## src/rtl/tff_count_ctrl.sv

```systemverilog
// Start/stop controller that drives a T-flip-flop register as an up-counter
// from 0 to a latched terminal count, then pulses done for one cycle.
module tff_count_ctrl #(
  parameter int WIDTH = 4
) (
  input  logic             clk,
  input  logic             rst,
  input  logic             start,
  input  logic             stop,
  input  logic [WIDTH-1:0] limit,
  output logic [WIDTH-1:0] t,
  output logic [WIDTH-1:0] q,
  output logic             busy,
  output logic             done
);

  typedef enum logic [1:0] {
    IDLE = 2'd0,
    RUN  = 2'd1,
    DONE = 2'd2
  } state_t;

  state_t           state;
  state_t           state_next;
  logic [WIDTH-1:0] lim_r;
  logic [WIDTH-1:0] inc_mask;
  logic             load;

  // A bit toggles on increment when every lower bit is already 1.
  assign inc_mask[0] = 1'b1;
  generate
    for (genvar gi = 1; gi < WIDTH; gi++) begin : g_inc
      assign inc_mask[gi] = &q[gi-1:0];
    end
  endgenerate

  always_comb begin
    state_next = state;
    t          = '0;
    load       = 1'b0;
    case (state)
      IDLE: begin
        if (start) begin
          load       = 1'b1;
          state_next = (limit == '0) ? DONE : RUN;
        end
      end
      RUN: begin
        // stop takes priority over reaching the terminal count
        if (stop) begin
          state_next = IDLE;
        end else if (q == lim_r) begin
          state_next = DONE;
        end else begin
          t = inc_mask;
        end
      end
      DONE: begin
        state_next = IDLE;
      end
      default: begin
        state_next = IDLE;
      end
    endcase
  end

  always_ff @(posedge clk or posedge rst) begin
    if (rst) begin
      state <= IDLE;
    end else begin
      state <= state_next;
    end
  end

  always_ff @(posedge clk or posedge rst) begin
    if (rst) begin
      lim_r <= '0;
    end else if (load) begin
      lim_r <= limit;
    end
  end

  // Toggle register: cleared when a run is accepted, otherwise q ^ t.
  always_ff @(posedge clk or posedge rst) begin
    if (rst) begin
      q <= '0;
    end else if (load) begin
      q <= '0;
    end else begin
      q <= q ^ t;
    end
  end

  assign busy = (state == RUN);
  assign done = (state == DONE);

endmodule

```

## config.mk

```make
export PLATFORM = sky130hd
export DESIGN_NAME = tff_count_ctrl
export DESIGN_NICKNAME = d
export VERILOG_FILES = /design/src/rtl/tff_count_ctrl.sv
export SDC_FILE = /design/constraint.sdc
export NUM_CORES = 1
export LEC_CHECK = 0
export CAP_MARGIN = 20
export CORE_MARGIN = 2
export CORE_UTILIZATION = 38
export DETAILED_ROUTE_END_ITERATION = 8
export PLACE_DENSITY = 0.71
export SLEW_MARGIN = 20
export SYNTH_ARGS = -nofsm -noshare
export SYNTH_HDL_FRONTEND = slang
export SYNTH_SLANG_ARGS = --single-unit
```

## constraint.sdc

```tcl
create_clock -name clk -period 1.2 [get_ports clk]
set_input_delay 0.12 -clock clk [delete_from_list [all_inputs] [get_ports clk]]
set_output_delay 0.12 -clock clk [all_outputs]
set_load 0.02 [all_outputs]
```

; After elaboration in Yosys (flattened, before gate mapping)
; Index checks and enable logic that the tools add are counted.
[word_totals]
output_inout_bits = 10
input_bits = 8
wordCells = 25
reg_bits = 10
[classes]
n_eq_ne = 5
n_bitwise = 1
mux = 11
reduce_logical = 5
[ops]
columns = cell, n
row1 = $mux W4, 4
row2 = $mux W2, 4
row3 = $eq A4 B4 Y1, 1
row4 = $logic_not A4 Y1, 1
row5 = $pmux W2 S2, 1
row6 = $reduce_and A2 Y1, 2
row7 = $xor A4 B4 Y4, 1
row8 = $ne A3 B2 Y1 const B, 1
row9 = $reduce_and A3 Y1, 1
row10 = $eq A2 B1 Y1 const B, 1
row11 = $eq A2 B2 Y1 const B, 1
row12 = $logic_not A2 Y1, 1
row13 = $mux W1, 2
row14 = $ne A2 B2 Y1 const B, 1

; Logic depth before layout (Yosys ltp)
[logic_depth]
depth_word = 6
mapped_depth = 4
depth_no_buf = 4

; Worst setup path after synthesis
; No wires, ideal clock.
[synth_timing]
path_type = register to register
from = register q[1]
to = register q[2]
setup_slack_ns = -0.161
required_ns = 1.061
period_less_slack_ns = 1.361
setup_ns = 0.139
n_path_buf = 0
arrival_time_ns = 1.222
stages_incl_launch_ff = 5
cell_sequence = dfrtp_1 -> xnor2_2 -> nand4_1 -> and3_2 -> mux2i_1
[synth_between]
elab_chain_cells = 6
word_cells_on_any_way = 7
classes_between = 1 x eq/ne / 4 x mux / 1 x bitwise / 1 x reduce/logical
[synth_lines]
columns = element, line
row1 = from (decl), 12  ; output logic [WIDTH-1:0] q,
row2 = from (signal assigned), 90  ; q <= q ^ t;
row3 = $eq A4 B4 Y1 or $reduce_and A2 Y1 (tied branches), "52, 33"
row4 = $mux W4 *, 52  ; end else if (q == lim_r) begin
row5 = $mux W4 *, 50  ; if (stop) begin
row6 = $mux W4 *, 41  ; case (state)
row7 = via t[2], 11  ; output logic [WIDTH-1:0] t,
row8 = $xor A4 B4 Y4 *, 90
row9 = $mux W4 *, 87  ; end else if (load) begin
; Mark *: on every way through the listed nets, which the timed path passes. The rest lies on a longest branch.
; A chain may end at the register's enable or synchronous reset.

; Final worst setup path
[layout_timing]
from = register state[1]
to = output t[3]
[layout_between]
elab_chain_cells = 2
[layout_lines]
columns = element, line
row1 = from (decl), 23  ; state_t state;
row2 = from (signal assigned), 71  ; state <= state_next;
row3 = $eq A2 B1 Y1, 41
row4 = $mux W4, 41
row5 = to (decl), 11
; No other way between the ends.

==> metrics.csv <==
stage,metric,value,unit
grt,vias in the first global route,517,
critical_path,CP Class,flip-flop to output pin,
layout,fraction of layout instances using a drive strength above 1,63.4,%
logic_synthesis,Yosys warning count,0,
clock_tree,Max H-tree Level,1,
logic_synthesis,number of synthesized flops with an enable pin,0,
run_status,status,"complete, but fails checks",
place,Placed Area,866,µm²
place,# port buffers,17,
logic_synthesis,post-synthesis mux area share,13.8,%
clock_tree,CTS tree,done,
sta,unrepaired setup endpoints after global routing,true,
floorplan,Initial Util,41.3,%
layout,"non-filler cells, final",97,
detailed_routing,vias,486,
detailed_routing,drt pass-1 iters,4,
logic_synthesis,top cell type's share of synthesized area,46.0,%
power,sequential power share,28.2,%
critical_path,RR Startpoint,state[1],
floorplan,die area,1750,µm²
critical_path,Worst Setup End Kind,output pin,
floorplan,Core Region,1320,µm²
sta,clock skew,0.00708,ns
critical_path,Worst EP required,1.08,ns
grt,largest net degree at the start of global routing,11,
detailed_routing,first-iteration detailed-routing DRC count,3,
detailed_routing,routed wire length,1380,µm
floorplan,row count,13,
power,Leak Pwr,0.462,nW
grt,grt ovf,0,
floorplan,Die Ht,41.8,µm
place,DP Cell Count,90,
flow_run,Max Cap Violations,0,
critical_path,crit-path cells,nor3b_4 -> and2_4 -> and4_4 -> buf_6,
sta,Fin. Hold Viols,0,
clock_tree,CTS Buffer Depth,2,
logic_synthesis,synth cell count leaders,"10 x dfrtp_1, 5 x nand2b_1, 4 x mux2_2",
critical_path,Critical-path top delay cell,dfrtp_1,
logic_synthesis,"Avg Cell Area, Syn",12.1,µm²
power,Power Internal,1.41,mW
detailed_routing,Vias/cell,5.01,
logic_synthesis,simple-gate share of the synthesized area,27.8,%
logic_synthesis,synth top area cells,"dfrtp_1 46%, mux2_2 8.3%, nand2b_1 5.7%",
layout,Layout area overhead,85.1,%
logic_synthesis,Syn Std Cell Area,544,µm²
clock_tree,"Reg clk slew, reported paths",0.07,ns
detailed_routing,Routed Antenna Nets,0,
grt,global-route wire length before repair,2390,µm
power,Pwr Total,2.19,mW
logic_synthesis,top-count cell post-synth,dfrtp_1,
power,clock share of power,14.2,%
layout,area occupied by multi-input gates,387,µm²
floorplan,num ports,18,
clock_tree,root buf cell,clkbuf_4,
logic_synthesis,Synth Area in Adders,0,%
power,Comb power frac,57.6,%
min_path,worst hold path class,input pin to async pin,
detailed_routing,DRC Markers,0,
power,VDD IR max,1.44,mV
logic_synthesis,sequential share of the synthesized area,46.0,%
critical_path,CP startpoint,state[1],
grt,initial antenna violation count,0,
sta,Setup WS post-layout,-0.332,ns
critical_path,critical path arrival,1.41,ns
power,Pwr Density,2180,nW/µm²
logic_synthesis,Synth Area in Compound Gates,3.91,%
power,Sw Share,35.6,%
logic_synthesis,"Top FF cell, synth",dfrtp_1,
clock_tree,hold buffer count at cts,0,
logic_synthesis,cell taking the most area after synthesis,dfrtp_1,
logic_synthesis,synth unique cells,22,
sta,min Tclk post-route,1.53,ns
layout,final net count,91,
sta,setup TNS,-2.25,ns
critical_path,CP max stage delay,0.42,ns
logic_synthesis,Yosys reg bits,10,
detailed_routing,wire per inst,14.2,µm
sta,Final period util,128,%
clock_tree,clock sink count,10,
logic_synthesis,post-synthesis xor/xnor area fraction,7.82,%
run_status,failing checks,setup timing,
clock_tree,cts bufs inserted,3,
power,net switching power,0.781,mW
sta,fin. max-slew vios,0,
critical_path,CP Launch Type,flip-flop,
logic_synthesis,asr flop ratio synth,100,%
sta,final setup vio count,15,
sta,Worst-Margin Slew,0.381,ns
layout,n_diodes,0,
clock_tree,Worst-Skew Late Latency,0.27,ns
sta,Fmax,0.653,GHz
layout,FF/Latch Area,254,µm²
logic_synthesis,Syn Inst Count,45,
sta,worst relative slew slack,74.4,%
grt,GRT Total Usage,19.2,%
layout,final instance area,1010,µm²
layout,# fillers,79,
logic_synthesis,largest family of logic cells by synthesized area,simple AND/OR/NAND/NOR gates,
critical_path,Crit Path Max Fanout,3,
place,dpl hpwl,981,µm
logic_synthesis,Mapped Nets,53,
floorplan,DIE WIDTH,41.8,µm
place,GPL Wtd Cong,0.710,
## state kept, by name, indices dropped and copies added, names as in the netlist
| register | flops |
|---|---|
| q | 4 |
| state | 2 |
| lim_r | 4 |
## metrics by stage
| stage | utilization (%) | worst slack, ns | hold slack, ns |
|---|---|---|---|
| floorplan | - | -0.107 | -0.0400 |
| global placement | 65.7 | -0.748 | 0.425 |
| detailed placement | 65.7 | -0.759 | 0.428 |
| CTS | 72.3 | -0.337 | 0.137 |
| global route | 76.4 | -0.422 | 0.171 |
| finish | 76.4 | -0.332 | 0.120 |
## power groups by stage
stage | registers [mW] | clock network (mW) | logic [mW]
global placement | 0.598 | 0 | 0.998
global route | 0.632 | 0.341 | 1.33
detailed placement | 0.602 | 0 | 1.02
finish | 0.618 | 0.312 | 1.26
floorplan | 0.648 | 0 | 0.526
CTS | 0.600 | 0.316 | 1.12
## final cells by class
type | instances | share of cell area, %
clock buffer | 4 | 3.60
inverter | 1 | 0.373
multi-input combinational | 34 | 38.4
sequential | 10 | 25.2
tap | 15 | 1.86
timing repair buffer | 33 | 30.6
## cells by family (layout without fill, tap and decap cells)
kind of cell	Yosys count	in the layout
AND/OR/NAND/NOR	20	20
flip-flops	10	10
multiplexers	7	7
XOR/XNOR	4	4
AO/OA/AOI/OAI	3	3
buffers and inverters	1	38
## layout by cell type (no fill, tap or decap), drive strengths merged
cell type      count
nor3b              2
nand2b             5
nand4b             2
nand3b             1
clkbuf             5
and4               1
buf               25
clkdlybuf4s50      7
and3               2
mux2i              3
mux2               4
nor4               1
nor2b              1
and2b              1
dfrtp             10
a21boi             1
nand4              1
and2               2
inv                1
a21oi              2
xnor2              4
nor3               1
## critical path: cells and delay by family, from the launching register on
| kind | cells | cell delay (ns) |
|---|---|---|
| buf+inv | 1 | 0.11 |
| flops | 1 | 0.42 |
| simple gates | 3 | 0.61 |
## layer usage
metal | GRT usage [%] | routed length (µm) | up-vias
li1 | - | - | 234
met4 | 11.6 | 33 | 0
met2 | 32.2 | 748 | 14
met5 | 0 | 0 | -
met1 | 21.1 | 535 | 233
met3 | 5.65 | 59 | 5
## worst paths after layout
| check | end | slack (ns) | depth (start not counted) |
|---|---|---|---|
| max in group asynchronous | q[3] | 0.78 | 2 |
| min reg2reg | lim_r[3] | 0.59 | 1 |
| max | t[3] | -0.33 | 4 |
| min | state[0] | 0.12 | 2 |
| max reg2reg | q[3] | -0.25 | 6 |
| min in group clk | state[1] | 0.46 | 3 |
## repair_timing
item / CTS / global route
pin swaps: 12 / 7
resized for setup: 59 / 16
endpoints found under the setup margin: 20 / 17
setup buffers: 5 / 3
Note: power is estimated with default switching activity, not from simulation.
